### config.mk
export PLATFORM = sky130hd
export DESIGN_NAME = axi4_lite_cmd_mst_flat
export DESIGN_NICKNAME = d
export VERILOG_FILES = /design/src/rtl/axi4_lite_if_pkg.sv /design/src/rtl/axi4_lite_cmd_mst_pkg.sv /design/src/rtl/axi4_lite_if.sv /design/src/rtl/axi4_lite_cmd_mst.sv /design/src/flat_wrapper.sv
export SDC_FILE = /design/constraint.sdc
export NUM_CORES = 1
export LEC_CHECK = 0
export ABC_CLOCK_PERIOD_IN_PS = 10200
export BUFFER_PORTS_ARGS = -buffer_cell sky130_fd_sc_hd__buf_4
export CAP_MARGIN = 20
export CORE_MARGIN = 2
export CORE_UTILIZATION = 50
export CTS_BUF_LIST = sky130_fd_sc_hd__clkbuf_4
export DETAILED_ROUTE_END_ITERATION = 12
export PLACE_DENSITY = 0.93
export SYNTH_ARGS = -nofsm -noshare
export SYNTH_HDL_FRONTEND = slang
export SYNTH_SLANG_ARGS = --single-unit
### constraint.sdc
create_clock -name i_clk -period 10.2 [get_ports i_clk]
set_clock_uncertainty 0.2 [all_clocks]
set_input_delay 1.53 -clock i_clk [delete_from_list [all_inputs] [get_ports i_clk]]
set_output_delay 1.53 -clock i_clk [all_outputs]
set_load 0.02 [all_outputs]
### src/rtl/axi4_lite_if_pkg.sv
// Shared AXI4-Lite constants.
// Response encodings used by every AXI4-Lite block.
package axi4_lite_if_pkg;

  localparam logic [1:0] AXI4_LITE_RESP_OKAY   = 2'b00;
  localparam logic [1:0] AXI4_LITE_RESP_EXOKAY = 2'b01;
  localparam logic [1:0] AXI4_LITE_RESP_SLVERR = 2'b10;
  localparam logic [1:0] AXI4_LITE_RESP_DECERR = 2'b11;

  localparam int AXI4_LITE_PROT_W = 3;

endpackage

### src/rtl/axi4_lite_cmd_mst_pkg.sv
// Types shared by the AXI4-Lite command master.
// Command fields are held at maximum width and sliced by the user.
package axi4_lite_cmd_mst_pkg;

  import axi4_lite_if_pkg::*;

  localparam int CMD_ADDR_MAX_W = 64;
  localparam int CMD_DATA_MAX_W = 64;
  localparam int CMD_STRB_MAX_W = CMD_DATA_MAX_W / 8;

  localparam logic [15:0] ERR_CNT_MAX = 16'hFFFF;

  typedef enum logic [2:0] {
    IDLE,
    WR_AW_W,
    WR_B,
    RD_AR,
    RD_R,
    RSP
  } state_e;

  typedef struct packed {
    logic                      is_wr;
    logic [CMD_ADDR_MAX_W-1:0] addr;
    logic [CMD_DATA_MAX_W-1:0] wdata;
    logic [CMD_STRB_MAX_W-1:0] wstrb;
  } cmd_t;

  // Saturating error count update for one captured response.
  function automatic logic [15:0] err_cnt_next(
    input logic [15:0] cnt,
    input logic [1:0]  resp
  );
    logic [15:0] nxt;
    nxt = cnt;
    if (resp != AXI4_LITE_RESP_OKAY && cnt != ERR_CNT_MAX) begin
      nxt = cnt + 16'd1;
    end
    return nxt;
  endfunction

endpackage

### src/rtl/axi4_lite_if.sv
// AXI4-Lite bundle with master and slave views.
interface axi4_lite_if #(
  parameter int ADDR_W = 32,
  parameter int DATA_W = 32
) ();

  logic [ADDR_W-1:0]   awaddr;
  logic [2:0]          awprot;
  logic                awvalid;
  logic                awready;
  logic [DATA_W-1:0]   wdata;
  logic [DATA_W/8-1:0] wstrb;
  logic                wvalid;
  logic                wready;
  logic [1:0]          bresp;
  logic                bvalid;
  logic                bready;
  logic [ADDR_W-1:0]   araddr;
  logic [2:0]          arprot;
  logic                arvalid;
  logic                arready;
  logic [DATA_W-1:0]   rdata;
  logic [1:0]          rresp;
  logic                rvalid;
  logic                rready;

  modport mst_port (
    output awaddr, awprot, awvalid,
    input  awready,
    output wdata, wstrb, wvalid,
    input  wready,
    input  bresp, bvalid,
    output bready,
    output araddr, arprot, arvalid,
    input  arready,
    input  rdata, rresp, rvalid,
    output rready
  );

  modport slv_port (
    input  awaddr, awprot, awvalid,
    output awready,
    input  wdata, wstrb, wvalid,
    output wready,
    output bresp, bvalid,
    input  bready,
    input  araddr, arprot, arvalid,
    output arready,
    output rdata, rresp, rvalid,
    input  rready
  );

endinterface

### src/rtl/axi4_lite_cmd_mst.sv
// AXI4-Lite command master: one command in, one AXI4-Lite
// transaction out, one registered response back.
module axi4_lite_cmd_mst
  import axi4_lite_if_pkg::*;
  import axi4_lite_cmd_mst_pkg::*;
#(
  parameter int AXI4_LITE_ADDR_BIT_WIDTH = 32,
  parameter int AXI4_LITE_DATA_BIT_WIDTH = 32
) (
  input  logic                                  i_clk,
  input  logic                                  i_async_rst,
  input  logic                                  i_cmd_valid,
  output logic                                  o_cmd_ready,
  input  logic                                  i_cmd_is_wr,
  input  logic [AXI4_LITE_ADDR_BIT_WIDTH-1:0]   i_cmd_addr,
  input  logic [AXI4_LITE_DATA_BIT_WIDTH-1:0]   i_cmd_wdata,
  input  logic [AXI4_LITE_DATA_BIT_WIDTH/8-1:0] i_cmd_wstrb,
  output logic                                  o_rsp_valid,
  input  logic                                  i_rsp_ready,
  output logic [AXI4_LITE_DATA_BIT_WIDTH-1:0]   o_rsp_rdata,
  output logic [1:0]                            o_rsp_resp,
  output logic [15:0]                           o_err_cnt,
  axi4_lite_if.mst_port                         if_m_axi4_lite
);

  localparam int AW = AXI4_LITE_ADDR_BIT_WIDTH;
  localparam int DW = AXI4_LITE_DATA_BIT_WIDTH;
  localparam int SW = DW / 8;

  state_e          state_q, state_d;
  cmd_t            cmd_q, cmd_d;
  logic            cmd_ready_q, cmd_ready_d;
  logic            awvalid_q, awvalid_d;
  logic            wvalid_q, wvalid_d;
  logic            bready_q, bready_d;
  logic            arvalid_q, arvalid_d;
  logic            rready_q, rready_d;
  logic            rsp_valid_q, rsp_valid_d;
  logic [DW-1:0]   rdata_q, rdata_d;
  logic [1:0]      resp_q, resp_d;
  logic [15:0]     err_q, err_d;
  logic            cap;

  always_comb begin
    state_d     = state_q;
    cmd_d       = cmd_q;
    awvalid_d   = awvalid_q;
    wvalid_d    = wvalid_q;
    bready_d    = bready_q;
    arvalid_d   = arvalid_q;
    rready_d    = rready_q;
    rsp_valid_d = rsp_valid_q;
    rdata_d     = rdata_q;
    resp_d      = resp_q;
    err_d       = err_q;
    cap         = 1'b0;

    unique case (state_q)
      IDLE: begin
        if (i_cmd_valid && cmd_ready_q) begin
          cmd_d.is_wr = i_cmd_is_wr;
          cmd_d.addr  = CMD_ADDR_MAX_W'(i_cmd_addr);
          cmd_d.wdata = CMD_DATA_MAX_W'(i_cmd_wdata);
          cmd_d.wstrb = CMD_STRB_MAX_W'(i_cmd_wstrb);
          if (i_cmd_is_wr) begin
            state_d   = WR_AW_W;
            awvalid_d = 1'b1;
            wvalid_d  = 1'b1;
          end else begin
            state_d   = RD_AR;
            arvalid_d = 1'b1;
          end
        end
      end
      WR_AW_W: begin
        // AW and W retire independently; leave once both are gone.
        if (awvalid_q && if_m_axi4_lite.awready) awvalid_d = 1'b0;
        if (wvalid_q && if_m_axi4_lite.wready)   wvalid_d  = 1'b0;
        if (!awvalid_d && !wvalid_d) begin
          state_d  = WR_B;
          bready_d = 1'b1;
        end
      end
      WR_B: begin
        if (bready_q && if_m_axi4_lite.bvalid) begin
          state_d     = RSP;
          bready_d    = 1'b0;
          rdata_d     = '0;
          resp_d      = if_m_axi4_lite.bresp;
          rsp_valid_d = 1'b1;
          cap         = 1'b1;
        end
      end
      RD_AR: begin
        if (arvalid_q && if_m_axi4_lite.arready) begin
          state_d   = RD_R;
          arvalid_d = 1'b0;
          rready_d  = 1'b1;
        end
      end
      RD_R: begin
        if (rready_q && if_m_axi4_lite.rvalid) begin
          state_d     = RSP;
          rready_d    = 1'b0;
          rdata_d     = if_m_axi4_lite.rdata;
          resp_d      = if_m_axi4_lite.rresp;
          rsp_valid_d = 1'b1;
          cap         = 1'b1;
        end
      end
      RSP: begin
        if (i_rsp_ready) begin
          state_d     = IDLE;
          rsp_valid_d = 1'b0;
        end
      end
      default: state_d = IDLE;
    endcase

    if (cap) err_d = err_cnt_next(err_q, resp_d);

    // Registered ready: high exactly while the next state is IDLE.
    cmd_ready_d = (state_d == IDLE);
  end

  always_ff @(posedge i_clk or posedge i_async_rst) begin
    if (i_async_rst) begin
      state_q     <= IDLE;
      cmd_q       <= '0;
      cmd_ready_q <= 1'b0;
      awvalid_q   <= 1'b0;
      wvalid_q    <= 1'b0;
      bready_q    <= 1'b0;
      arvalid_q   <= 1'b0;
      rready_q    <= 1'b0;
      rsp_valid_q <= 1'b0;
      rdata_q     <= '0;
      resp_q      <= AXI4_LITE_RESP_OKAY;
      err_q       <= '0;
    end else begin
      state_q     <= state_d;
      cmd_q       <= cmd_d;
      cmd_ready_q <= cmd_ready_d;
      awvalid_q   <= awvalid_d;
      wvalid_q    <= wvalid_d;
      bready_q    <= bready_d;
      arvalid_q   <= arvalid_d;
      rready_q    <= rready_d;
      rsp_valid_q <= rsp_valid_d;
      rdata_q     <= rdata_d;
      resp_q      <= resp_d;
      err_q       <= err_d;
    end
  end

  assign o_cmd_ready = cmd_ready_q;
  assign o_rsp_valid = rsp_valid_q;
  assign o_rsp_rdata = rdata_q;
  assign o_rsp_resp  = resp_q;
  assign o_err_cnt   = err_q;

  assign if_m_axi4_lite.awaddr  = cmd_q.addr[AW-1:0];
  assign if_m_axi4_lite.awprot  = '0;
  assign if_m_axi4_lite.awvalid = awvalid_q;
  assign if_m_axi4_lite.wdata   = cmd_q.wdata[DW-1:0];
  assign if_m_axi4_lite.wstrb   = cmd_q.wstrb[SW-1:0];
  assign if_m_axi4_lite.wvalid  = wvalid_q;
  assign if_m_axi4_lite.bready  = bready_q;
  assign if_m_axi4_lite.araddr  = cmd_q.addr[AW-1:0];
  assign if_m_axi4_lite.arprot  = '0;
  assign if_m_axi4_lite.arvalid = arvalid_q;
  assign if_m_axi4_lite.rready  = rready_q;

  // Upper command bits exist only for wider configurations.
  logic unused_cmd;
  assign unused_cmd = ^{cmd_q.is_wr, cmd_q};

endmodule

### src/flat_wrapper.sv
// flat-port wrapper written by rule: the top's interface ports become plain ports
module axi4_lite_cmd_mst_flat import axi4_lite_if_pkg::*; import axi4_lite_cmd_mst_pkg::*;
#(
  parameter int AXI4_LITE_ADDR_BIT_WIDTH = 32,
  parameter int AXI4_LITE_DATA_BIT_WIDTH = 32
)
  (i_clk, i_async_rst, i_cmd_valid, o_cmd_ready, i_cmd_is_wr, i_cmd_addr, i_cmd_wdata, i_cmd_wstrb, o_rsp_valid, i_rsp_ready, o_rsp_rdata, o_rsp_resp, o_err_cnt, if_m_axi4_lite_awaddr, if_m_axi4_lite_awprot, if_m_axi4_lite_awvalid, if_m_axi4_lite_awready, if_m_axi4_lite_wdata, if_m_axi4_lite_wstrb, if_m_axi4_lite_wvalid, if_m_axi4_lite_wready, if_m_axi4_lite_bresp, if_m_axi4_lite_bvalid, if_m_axi4_lite_bready, if_m_axi4_lite_araddr, if_m_axi4_lite_arprot, if_m_axi4_lite_arvalid, if_m_axi4_lite_arready, if_m_axi4_lite_rdata, if_m_axi4_lite_rresp, if_m_axi4_lite_rvalid, if_m_axi4_lite_rready);
  axi4_lite_if #(.ADDR_W(32), .DATA_W(32)) if_m_axi4_lite_i ();
  input  logic i_clk;
  input  logic i_async_rst;
  input  logic i_cmd_valid;
  output logic o_cmd_ready;
  input  logic i_cmd_is_wr;
  input  logic [AXI4_LITE_ADDR_BIT_WIDTH-1:0] i_cmd_addr;
  input  logic [AXI4_LITE_DATA_BIT_WIDTH-1:0] i_cmd_wdata;
  input  logic [AXI4_LITE_DATA_BIT_WIDTH/8-1:0] i_cmd_wstrb;
  output logic o_rsp_valid;
  input  logic i_rsp_ready;
  output logic [AXI4_LITE_DATA_BIT_WIDTH-1:0] o_rsp_rdata;
  output logic [1:0] o_rsp_resp;
  output logic [15:0] o_err_cnt;
  output wire logic [$bits(if_m_axi4_lite_i.awaddr)-1:0] if_m_axi4_lite_awaddr;
  output wire logic [$bits(if_m_axi4_lite_i.awprot)-1:0] if_m_axi4_lite_awprot;
  output wire logic [$bits(if_m_axi4_lite_i.awvalid)-1:0] if_m_axi4_lite_awvalid;
  input wire logic [$bits(if_m_axi4_lite_i.awready)-1:0] if_m_axi4_lite_awready;
  output wire logic [$bits(if_m_axi4_lite_i.wdata)-1:0] if_m_axi4_lite_wdata;
  output wire logic [$bits(if_m_axi4_lite_i.wstrb)-1:0] if_m_axi4_lite_wstrb;
  output wire logic [$bits(if_m_axi4_lite_i.wvalid)-1:0] if_m_axi4_lite_wvalid;
  input wire logic [$bits(if_m_axi4_lite_i.wready)-1:0] if_m_axi4_lite_wready;
  input wire logic [$bits(if_m_axi4_lite_i.bresp)-1:0] if_m_axi4_lite_bresp;
  input wire logic [$bits(if_m_axi4_lite_i.bvalid)-1:0] if_m_axi4_lite_bvalid;
  output wire logic [$bits(if_m_axi4_lite_i.bready)-1:0] if_m_axi4_lite_bready;
  output wire logic [$bits(if_m_axi4_lite_i.araddr)-1:0] if_m_axi4_lite_araddr;
  output wire logic [$bits(if_m_axi4_lite_i.arprot)-1:0] if_m_axi4_lite_arprot;
  output wire logic [$bits(if_m_axi4_lite_i.arvalid)-1:0] if_m_axi4_lite_arvalid;
  input wire logic [$bits(if_m_axi4_lite_i.arready)-1:0] if_m_axi4_lite_arready;
  input wire logic [$bits(if_m_axi4_lite_i.rdata)-1:0] if_m_axi4_lite_rdata;
  input wire logic [$bits(if_m_axi4_lite_i.rresp)-1:0] if_m_axi4_lite_rresp;
  input wire logic [$bits(if_m_axi4_lite_i.rvalid)-1:0] if_m_axi4_lite_rvalid;
  output wire logic [$bits(if_m_axi4_lite_i.rready)-1:0] if_m_axi4_lite_rready;
  assign if_m_axi4_lite_awaddr = if_m_axi4_lite_i.awaddr;
  assign if_m_axi4_lite_awprot = if_m_axi4_lite_i.awprot;
  assign if_m_axi4_lite_awvalid = if_m_axi4_lite_i.awvalid;
  assign if_m_axi4_lite_i.awready = if_m_axi4_lite_awready;
  assign if_m_axi4_lite_wdata = if_m_axi4_lite_i.wdata;
  assign if_m_axi4_lite_wstrb = if_m_axi4_lite_i.wstrb;
  assign if_m_axi4_lite_wvalid = if_m_axi4_lite_i.wvalid;
  assign if_m_axi4_lite_i.wready = if_m_axi4_lite_wready;
  assign if_m_axi4_lite_i.bresp = if_m_axi4_lite_bresp;
  assign if_m_axi4_lite_i.bvalid = if_m_axi4_lite_bvalid;
  assign if_m_axi4_lite_bready = if_m_axi4_lite_i.bready;
  assign if_m_axi4_lite_araddr = if_m_axi4_lite_i.araddr;
  assign if_m_axi4_lite_arprot = if_m_axi4_lite_i.arprot;
  assign if_m_axi4_lite_arvalid = if_m_axi4_lite_i.arvalid;
  assign if_m_axi4_lite_i.arready = if_m_axi4_lite_arready;
  assign if_m_axi4_lite_i.rdata = if_m_axi4_lite_rdata;
  assign if_m_axi4_lite_i.rresp = if_m_axi4_lite_rresp;
  assign if_m_axi4_lite_i.rvalid = if_m_axi4_lite_rvalid;
  assign if_m_axi4_lite_rready = if_m_axi4_lite_i.rready;
  axi4_lite_cmd_mst #(.AXI4_LITE_ADDR_BIT_WIDTH(AXI4_LITE_ADDR_BIT_WIDTH), .AXI4_LITE_DATA_BIT_WIDTH(AXI4_LITE_DATA_BIT_WIDTH)) u_core (.i_clk(i_clk), .i_async_rst(i_async_rst), .i_cmd_valid(i_cmd_valid), .o_cmd_ready(o_cmd_ready), .i_cmd_is_wr(i_cmd_is_wr), .i_cmd_addr(i_cmd_addr), .i_cmd_wdata(i_cmd_wdata), .i_cmd_wstrb(i_cmd_wstrb), .o_rsp_valid(o_rsp_valid), .i_rsp_ready(i_rsp_ready), .o_rsp_rdata(o_rsp_rdata), .o_rsp_resp(o_rsp_resp), .o_err_cnt(o_err_cnt), .if_m_axi4_lite(if_m_axi4_lite_i));
endmodule
======== Yosys cells after proc, flatten, opt, wreduce, memory -nomap -nowiden ========
Index checks and enable logic that the tools add are counted.
word-level totals
  flip-flop bits (word level) ............. 128
  input port bits ......................... 114
  output and inout port bits .............. 163
  logic and storage cells ................. 95
cells by class
  $add $sub $neg .......................... 1
  eq/ne operators ......................... 14
  muxes and demuxes ....................... 39
  reduce and logical (&&, ||, !) cells .... 27
operators with widths
  operator                                                number
  two-way mux 32 bit                                      2
  one-hot mux 32 bit (2 select lines)                     1
  two-way mux 1 bit                                       18
  two-way mux 3 bit                                       6
  one-hot mux 3 bit (6 select lines)                      1
  adder 16 x 1 -> 16 bit (second input constant)          1
  inequality test 16 bit (second input constant)          1
  one-hot mux 1 bit (2 select lines)                      6
  AND reduction 3 bit                                     4
  nonzero test 2 bit                                      6
  inequality test 2 x 1 -> 1 bit (second input constant)  5
  logical AND 1 bit                                       8
  AND reduction 4 bit                                     2
  equality test 3 x 2 -> 1 bit (second input constant)    2
  equality test 3 bit (second input constant)             2
  zero test 3 bit                                         2
  two-way mux 2 bit                                       3
  inequality test 2 bit (second input constant)           3
  one-hot mux 2 bit (2 select lines)                      1
  AND reduction 2 bit                                     2
  equality test 3 x 1 -> 1 bit (second input constant)    1
  one-hot mux 1 bit (3 select lines)                      1
  nonzero test 3 bit                                      1
  zero test 1 bit                                         2

======== Depth between registers and ports, before layout ========
Gate-level depths: netlist of the first run.
  depth in word-level cells ............... 8
  mapped depth ............................ 7

======== Worst setup path after synthesis of the first run ========
Ideal clock, no wire load.
  kind .................................... input -> register
  start point ............................. input if_m_axi4_lite_rvalid
  end point ............................... register u_core.err_q[15] (netlist: u_core.o_err_cnt[15])
  library setup time ...................... 125 ps
  arrival ................................. 2694 ps
  required time ........................... 9875 ps
  slack ................................... 7181 ps
  stages on the path ...................... 5
  cell sequence ........................... nand3_1 > nor4_1 > or2_2 > nor4b_2 > mux2_2
between the ends
  cells in the longest elaborated chain, start to end .. 6
  elaborated cells between the ends (all ways) .. 8
  those cells by class .................... 4 x mux; 4 x reduce/logical
ends and longest elaborated chain
  element                                   line                         RTL
  from (decl)                               flat_wrapper.sv:39           input wire logic [$bits(if_m_axi4_lite_i.rvalid)-1:0] if_m_axi4_lite_rvalid;
  logical AND 1 bit (*)                     axi4_lite_cmd_mst.sv:102     if (rready_q && if_m_axi4_lite.rvalid) begin
  two-way mux 2 bit                         axi4_lite_cmd_mst.sv:102
  one-hot mux 2 bit (2 select lines)        axi4_lite_cmd_mst.sv:58      unique case (state_q)
  nonzero test 2 bit                        axi4_lite_cmd_mst_pkg.sv:36  if (resp != AXI4_LITE_RESP_OKAY && cnt != ERR_CNT_MAX) begin
  logical AND 1 bit                         axi4_lite_cmd_mst_pkg.sv:36
  AND reduction 2 bit (no source line) (*)  --
  to (signal assigned)                      axi4_lite_cmd_mst.sv:152     err_q <= err_d;
  to (decl)                                 axi4_lite_cmd_mst.sv:41      logic [15:0] err_q, err_d;
Mark *: on every way between the ends. The rest lies on a longest branch, timed or not.
A chain may end at the register's enable or synchronous reset.

======== Worst setup path after layout of the first run ========
  start point ............................. input if_m_axi4_lite_rvalid
  end point ............................... register u_core.err_q[13] (netlist: u_core.o_err_cnt[13])
Same word-level chain as after synthesis.

==> results_dict.tcl, run 1 <==
set metrics [dict create \
    status "finished clean" \
    overflow 0 \
    grt_max_degree 78 \
    rows 37 \
    clk_pin_slew_ps 100 \
    pwr-share-comb_pct 50.0 \
    yosys.area_share.adder_pct 0.236 \
    setup_slack_ps 7300 \
    synth_seq_cells 128 \
    yosys_warnings 0 \
    detail_route.wl_per_cell_um 17.7 \
    fmax_mhz 345 \
    seq_area_frac_synth_pct 60.3 \
    fin_setup_tns_ps 0 \
    start_kind "input port" \
    finalWeightedCongestion 0.848 \
    critPathMostFrequentCell "nor4_1" \
    ios 277 \
    drt_iter0_markers 146 \
    synthMuxAreaShare_pct 15.0 \
    netlist_area_sq_mm 0.00531 \
    end_kind "flip-flop" \
    synth_edf_count 0 \
    worstSkewPairLatency_ps 490 \
    synth_top_family_by_area "multiplexers" \
    fin_nets 752 \
    yosys.area_share.simple_pct 7.37 \
    drive_gt1_share_pct 58.7 \
    ys_types 43 \
    worstHoldPathType "reg2reg" \
    hold_viol 0 \
    switching_share_pct 40.0 \
    antenna_found_initial 0 \
    syn_avg_cell_area_sq_um 13.5 \
    coreArea_sq_mm 0.0103 \
    arrival_ps 3120 \
    area_growth_syn_to_layout_pct 41.2 \
    ctsResizeCount 0 \
    rsz0062_at_grt "no" \
    cts_root_buf "clkbuf_4" \
    path_max_fanout 14 \
    power.switching_uw 991 \
    pwr-share-clk_pct 13.7 \
    cts_tree "done" \
    post_cts_buffers 0 \
    ys.flop_type "dfrtp_1" \
    n_antenna_cell 0 \
    cpMaxStageDelayCell "nor4_1" \
    worst_slew_pin_slew_ps 1060 \
    maxSlewHeadroom_pct 29.1 \
    post-route-period-util_pct 28.4 \
    grt_usage_pct 23.6 \
    cp.required_ps 10420 \
    clock_path_buffers 2 \
    path_class "in2reg" \
    setup_viol 0 \
    async_flop_share_pct 100 \
    die_h_um 107 \
    period_needed_ps 2900 \
    p_per_area_mw_per_mm2 330 \
    final_max_slew_viol_count 0 \
    slowest_delay_ps 450 \
    vias_per_cell 5.14 \
    ir_drop_mv 0.222 \
    p_seq_share_pct 36.3 \
    wl_um 13900 \
    grt_pass1_wl_um 20600 \
    synth-compound-area-share_pct 7.18 \
    ctsHoldBuffers 0 \
    path_cells "buf_4 > nand3_1 > nor4_1 > o22ai_2 > nor4_1 > xor2_1" \
    leakage_nw 3.82 \
    die_x_um 107 \
    vias 4028 \
    maxCapViolations 0 \
    final_common_cell "buf_4" \
    drc 0 \
    firstDrtPassIters 4 \
    post-place-ws_ps 6550 \
    synth_xor_xnor_area_share_pct 2.14 \
    start_util_pct 51.4 \
    syn_inst 394 \
    htreeDepth 4 \
    numCtsBuffers 17 \
    cts.sinks 128 \
    dieArea_sq_mm 0.0115 \
    ant_nets 0 \
    portBuffers 270 \
    dp.final_hpwl_um 10400 \
    layout_common_cells "buf_4 (271), dfrtp_1 (128), mux2_2 (69)" \
    first_global_vias 4060 \
    p_int_mw 1.49 \
]
[worst max-delay path: cells and delay by family]
family                    cells  cell delay, ps
AOI/OAI and AO/OA             1             310
buffers and inverters         1              80
and+or+nand+nor               3            1020
xor gates and xnor gates      1             190
[final timing paths]
kind	from	endpoint	slack, ps	cells after the start
max	if_m_axi4_lite_rvalid	u_core.o_err_cnt[13]	7300	6
min	u_core.o_rsp_rdata[9]	u_core.o_rsp_rdata[9]	320	1
max reg2reg	u_core.o_err_cnt[0]	u_core.o_err_cnt[1]	7630	5
min reg2reg	u_core.o_rsp_rdata[9]	u_core.o_rsp_rdata[9]	320	1
max in group asynchronous	i_async_rst	u_core.o_rsp_rdata[26]	7510	3
min in group asynchronous	i_async_rst	u_core.if_m_axi4_lite.wdata[7]	920	2
[stage by stage]
stage               cells  utilization [%]  cell area [sq um]  hold slack (ps)  power [mW]
floorplan             399                -               5330              344        1.64
global route          783             72.7               7500              329        2.60
detailed placement    752             69.5               7180              298        2.14
finish                783             72.7               7500              315        2.48
CTS                   781             72.1               7450              322        2.48
global placement      752             69.5               7180              292        2.09
[layer usage]
layer	track usage, %	up-vias	share of wire, %
li1	-	1846	-
met1	25.2	1968	35
met2	42.3	181	54
met3	7.29	33	7.8
met4	11.4	0	3.0
met5	0	-	0
[cells by family (layout without fill, tap and decap cells)]
family,count (synthesis),in the layout
adder cells (fa/ha/maj),1,1
other,1,6
multiplexers,71,71
XOR/XNOR,13,13
AO/OA/AOI/OAI,47,47
AND/OR/NAND/NOR,69,69
flip-flops,128,128
buffers and inverters,64,312
[power groups by stage]
stage	combinational [mW]	sequential [mW]	clock (mW)
3_5_place_dp	1.24	0.906	0
6_report	1.24	0.899	0.340
5_1_grt	1.30	0.927	0.372
4_1_cts	1.24	0.898	0.350
3_3_place_gp	1.20	0.891	0
2_1_floorplan	0.502	1.14	0
[flip-flops by register name (all words and copies together), names as in the netlist]
register / count
u_core.o_rsp_valid: 1
u_core.if_m_axi4_lite.araddr: 32
u_core.if_m_axi4_lite.wvalid: 1
u_core.if_m_axi4_lite.bready: 1
u_core.o_rsp_rdata: 32
u_core.if_m_axi4_lite.wdata: 32
u_core.if_m_axi4_lite.awvalid: 1
u_core.state_q: 3
u_core.if_m_axi4_lite.rready: 1
u_core.o_cmd_ready: 1
u_core.if_m_axi4_lite.arvalid: 1
u_core.o_rsp_resp: 2
u_core.if_m_axi4_lite.wstrb: 4
u_core.o_err_cnt: 16
[cells in the mapped netlist (all sizes together) (3+ instances only)]
master  number  area share [%]
nand4        4            0.47
nand2       16             1.1
and3         3            0.35
nor2        13            0.97
mux2        70              15
nand3        6            0.66
clkbuf       6            0.42
xnor2        3            0.49
dfrtp      128              60
xor2        10             1.6
nor4         7            0.82
inv         10            0.71
buf         48             6.5
a21oi        6            0.57
a22o        32             5.3
nor3         8             1.0
nor2b        3            0.49
[area by class of cell]
cell class	count	area [sq um]
Sequential cell	128	3200
Fill cell	674	2820
Timing Repair Buffer	273	2090
Multi-Input combinational cell	207	1730
Tap cell	136	170
Clock buffer	20	150
Clock inverter	9	119
Inverter	10	40.0
Power figures use the tool's default switching activity.
==> run 2, diff against run 1 <==
Settings changed: ABC_CLOCK_PERIOD_IN_PS 10200 to 2650, CORE_UTILIZATION 50 to 42, PLACE_DENSITY 0.93 to 0.84.
Clock period 10.2 ns to 2.65 ns, I/O delays scaled along.
==> run 2 against run 1 <==
Global-route usage is 0.67 points higher. Total power grew to 3.9 times the previous value. Worst setup slack worse by 7100 ps. Critical path depth stayed put. Non-clock buffer count is 114 higher. Via count is 14% higher. Largest power group unchanged.
==> results_dict.tcl, run 2 (synthesis results as in run 1) <==
set metrics [dict create \
    status "finished clean" \
    cts_tree "done" \
    antenna_found_initial 0 \
    leakage_nw 4.28 \
    maxCapViolations 0 \
    start_util_pct 42.6 \
    overflow 0 \
    clock_path_buffers 2 \
    grt_pass1_wl_um 24800 \
    power.switching_mw 3.95 \
    hold_viol 0 \
    ant_nets 0 \
    worst_slew_pin_slew_ps 698 \
    cts.sinks 128 \
    instances_no_fill 932 \
    die_x_um 116 \
    finalWeightedCongestion 0.817 \
    portBuffers 270 \
    end_kind "flip-flop" \
    maxSlewHeadroom_pct 53.5 \
    fin_nets 866 \
    pwr-share-clk_pct 12.4 \
    cp.required_ps 2870 \
    reg2reg_from "u_core.state_q[2]" \
    detail_route.wl_per_cell_um 17.7 \
    met3WireLength_um 1130 \
    rsz0062_at_grt "no" \
    dieArea_sq_mm 0.0136 \
    wl_met1_um 6140 \
    switching_share_pct 40.8 \
    worstSkewPairLatency_ps 520 \
    final_max_slew_viol_count 0 \
    drc 0 \
    start_kind "flip-flop" \
    firstDrtPassIters 5 \
    dp.final_hpwl_um 10100 \
    holdPathEnd "u_core.state_q[0]" \
    path_max_fanout 8 \
    holdPathStages 4 \
    numCtsBuffers 17 \
    post-route-period-util_pct 94.1 \
    p_int_mw 5.72 \
    placed_cells 794 \
    drt_iter0_markers 235 \
    drive_gt1_share_pct 50.4 \
    r2r_cells 6 \
    setup_viol 0 \
    path_class "reg2reg" \
    coreArea_sq_mm 0.0125 \
    first_global_vias 4951 \
    worstHoldPathType "in2reg" \
    n_antenna_cell 0 \
    clk_pin_slew_ps 100 \
    final_common_cell "buf_4" \
    cts_root_buf "clkbuf_4" \
    grt_max_degree 129 \
    period_needed_ps 2490 \
    fmax_mhz 401 \
    area_growth_syn_to_layout_pct 62.6 \
    layout_common_cells "buf_4 (275), dfrtp_1 (128), dlygate4sd3_1 (110)" \
    pwr-share-comb_pct 51.8 \
    setup_slack_ps 157 \
    wl_um 16500 \
    htreeDepth 4 \
    p_per_area_mw_per_mm2 1120 \
    top_layer_used "met4" \
    rrSetupSlack_ps 160 \
    fin_setup_tns_ps 0 \
    post-place-ws_ps 202 \
    ir_drop_mv 0.572 \
    vias 4572 \
    hold_start "i_rsp_ready" \
    rows 41 \
    arrival_ps 2710 \
    vias_per_cell 4.91 \
    met2_length_um 8500 \
    ios 277 \
    grt_usage_pct 24.3 \
    die_h_um 116 \
    r2r_end "u_core.o_rsp_resp[1]" \
    p_seq_share_pct 35.8 \
]
==> run 2: per-layer routing <==
layer,up-vias,GRT usage (%)
met1,2214,26.9
met3,60,6.54
met5,-,0
li1,2068,-
met2,230,42.2
met4,0,13.9
==> run 2: worst max-delay path by stage <==
stage | start | end | slack, ps | depth (start not counted)
floorplan | u_core.o_err_cnt[0] | u_core.o_err_cnt[1] | 290 | 6
global placement | u_core.o_err_cnt[0] | u_core.o_err_cnt[9] | 280 | 7
detailed placement | u_core.o_err_cnt[0] | u_core.o_err_cnt[7] | 200 | 7
CTS | u_core.o_err_cnt[0] | u_core.o_err_cnt[7] | 160 | 7
global route | u_core.state_q[2] | u_core.o_rsp_resp[1] | 40 | 6
finish | u_core.state_q[2] | u_core.o_rsp_resp[1] | 160 | 6
==> run 2: final cells by class <==
cell class,count,area (sq um)
fill,864,3830
timing repair buffer,387,3210
sequential,128,3200
multi-input combinational,207,1740
tap,172,215
clock buffer,18,135
clock inverter,10,98.8
inverter,10,41.3
==> run 2: power groups by stage <==
| stage | logic (mW) | registers, mW | clock network, mW |
|---|---|---|---|
| detailed placement | 4.81 | 3.46 | 0 |
| finish | 5.01 | 3.47 | 1.20 |
| floorplan | 1.93 | 4.37 | 0 |
| CTS | 4.97 | 3.43 | 1.23 |
| global route | 5.29 | 3.57 | 1.33 |
| global placement | 4.71 | 3.39 | 0 |
==> run 2: through the flow <==
stage                     hold slack, ps  cell area [sq um]  power [mW]  utilization (%)
after global routing                42.5               8640        10.2             69.3
final                               74.3               8640        9.67             69.3
after detailed placement             292               7290        8.26             58.5
after CTS                           3.10               8630        9.64             69.2
after floorplan                      282               5330        6.31                -
after global placement               290               7290        8.10             58.5
==> run 2: what timing repair did <==
| action | in CTS | in global routing |
|---|---|---|
| setup endpoints to repair | 0 | 2 |
| gates resized for setup | 0 | 1 |
| setup buffers | 0 | 0 |
| hold endpoints to repair | 234 | 0 |
| hold buffers | 110 | 0 |
==> run 2: worst max-delay path, cell delays in order (launching register included) <==
cell	delay, ps
dfrtp_1	490
nand3_1	220
o21ai_0	220
nand2_1	210
a222oi_1	400
dlygate4sd3_1	610
inv_1	40
==> run 3, diff against run 2 <==
Settings changed: CAP_MARGIN 20 to 25, PLACE_DENSITY 0.84 to 0.89.
==> run 3 against run 2 <==
Critical path depth is the same. Clock-buffer cell count grew 2. Utilization grew 0.76 points. Total power grew 4.5%. Via count grew 1.4%. Global-route usage is essentially flat. Flip-flop and latch count is the same. Sequential share of layout area shrank 0.40 points.
==> results_dict.tcl, run 3 (synthesis results as in run 1) <==
set metrics [dict create \
    cts_root_buf "clkbuf_4" \
    ios 277 \
    ff_latch_area_sq_mm 0.00320 \
    path_max_fanout 8 \
    cts_tree "done" \
    grt_usage_pct 24.3 \
    hold_start "i_rsp_ready" \
    crit_path_end "u_core.o_rsp_resp[0]" \
    status "finished clean" \
    ir_drop_mv 0.613 \
    post-route-period-util_pct 96.5 \
    ant_nets 0 \
    maxCapViolations 0 \
    clock_path_buffers 2 \
    path_cells "nand3_1 > o21ai_0 > nand2_2 > a222oi_1 > dlygate4sd3_1 > inv_1" \
    maxSlewHeadroom_pct 52.7 \
    drc 0 \
    end_kind "flip-flop" \
    post-route-cell-area_sq_mm 0.00873 \
    firstDrtPassIters 4 \
    grt_pass1_wl_um 25100 \
    vias_per_cell 4.96 \
    setup_viol 0 \
    placed_cells 794 \
    slowest_delay_ps 620 \
    die_x_um 116 \
    leakage_nw 4.32 \
    critPathLaunch "u_core.state_q[2]" \
    reg2reg_from "u_core.state_q[2]" \
    worstHoldPathType "in2reg" \
    drt_iter0_markers 233 \
    first_global_vias 4970 \
    area_growth_syn_to_layout_pct 64.4 \
    arrival_ps 2750 \
    numCtsBuffers 17 \
    period_needed_ps 2560 \
    multi_input_area_sq_mm 0.00173 \
    num-fill-cells 817 \
    dieArea_sq_mm 0.0136 \
    r2r_cells 6 \
    layout_common_cells "buf_4 (275), dfrtp_1 (128), dlygate4sd3_1 (108)" \
    die_h_um 116 \
    cp.required_ps 2840 \
    cts.sinks 128 \
    final_max_slew_viol_count 0 \
    antenna_found_initial 1 \
    fin_nets 864 \
    rrSetupSlack_ps 90 \
    p_per_area_mw_per_mm2 1160 \
    htreeDepth 4 \
    overflow 0 \
    portBuffers 270 \
    post_cts_buffers 0 \
    final_common_cell "buf_4" \
    start_util_pct 42.6 \
    rows 41 \
    worst_slew_pin_slew_ps 710 \
    fmax_mhz 391 \
    path_class "reg2reg" \
    finalWeightedCongestion 0.847 \
    detail_route.wl_per_cell_um 18.0 \
    vias 4636 \
    grt_max_degree 129 \
    coreArea_sq_mm 0.0125 \
    dp.final_hpwl_um 10200 \
    instances_no_fill 934 \
    placed_area_sq_mm 0.00729 \
    clk_pin_slew_ps 120 \
    hold_viol 0 \
    cpMaxStageDelayCell "dlygate4sd3_1" \
    drive_gt1_share_pct 51.3 \
    start_kind "flip-flop" \
    r2r_end "u_core.o_rsp_resp[0]" \
    worstSkewPairLatency_ps 490 \
    wl_um 16900 \
    n_antenna_cell 0 \
]
-- run 3: where the power goes --
group	switching, mW	internal [mW]
logic	2.66	2.37
registers	0.640	2.80
clock network	0.744	0.886
-- run 3: worst max-delay path, delay by kind of cell (launching register included) --
| kind | cells | cell delay (ps) |
|---|---|---|
| AOI/OAI and AO/OA | 2 | 650 |
| DFF | 1 | 510 |
| buffers and inverters | 2 | 680 |
| and+or+nand+nor | 2 | 420 |
-- run 3: cell type report --
cell class                 count  area share (%)
multi-input combinational    207            19.8
clock buffer                  20            1.72
inverter                      10           0.473
clock inverter                12            2.36
timing repair buffer         385            36.5
tap                          172            2.46
sequential                   128            36.7
-- run 3: repair_timing --
action | CTS | global route
endpoints found under the hold margin | 233 | 0
hold buffers | 108 | 0
resized for setup | 0 | 1
endpoints found under the setup margin | 0 | 2
-- run 3: how the worst min path moves through the flow --
stage,to,slack (ps),depth (start not counted)
floorplan,u_core.if_m_axi4_lite.awvalid,280,1
global placement,u_core.o_rsp_rdata[20],290,1
detailed placement,u_core.o_rsp_rdata[1],290,1
CTS,u_core.o_rsp_valid,60,4
global route,u_core.o_rsp_valid,60,4
finish,u_core.o_rsp_valid,100,4
-- run 3: routing by layer --
metal | routed length, um | track usage [%]
met2 | 8940 | 44.0
met1 | 5960 | 25.7
met3 | 1210 | 7.11
met5 | 10 | 0
met4 | 727 | 12.5
-- run 3: through the flow --
step	TNS, ps	power [mW]	hold WS (ps)	setup slack, ps	utilization [%]
floorplan	0	6.31	282	293	-
finish	0	10.1	100	93.0	70.0
detailed placement	0	8.26	294	265	58.5
global placement	0	8.08	291	345	58.5
global route	-43.2	10.6	64.1	-21.8	70.0
CTS	0	10.1	61.8	155	70.0
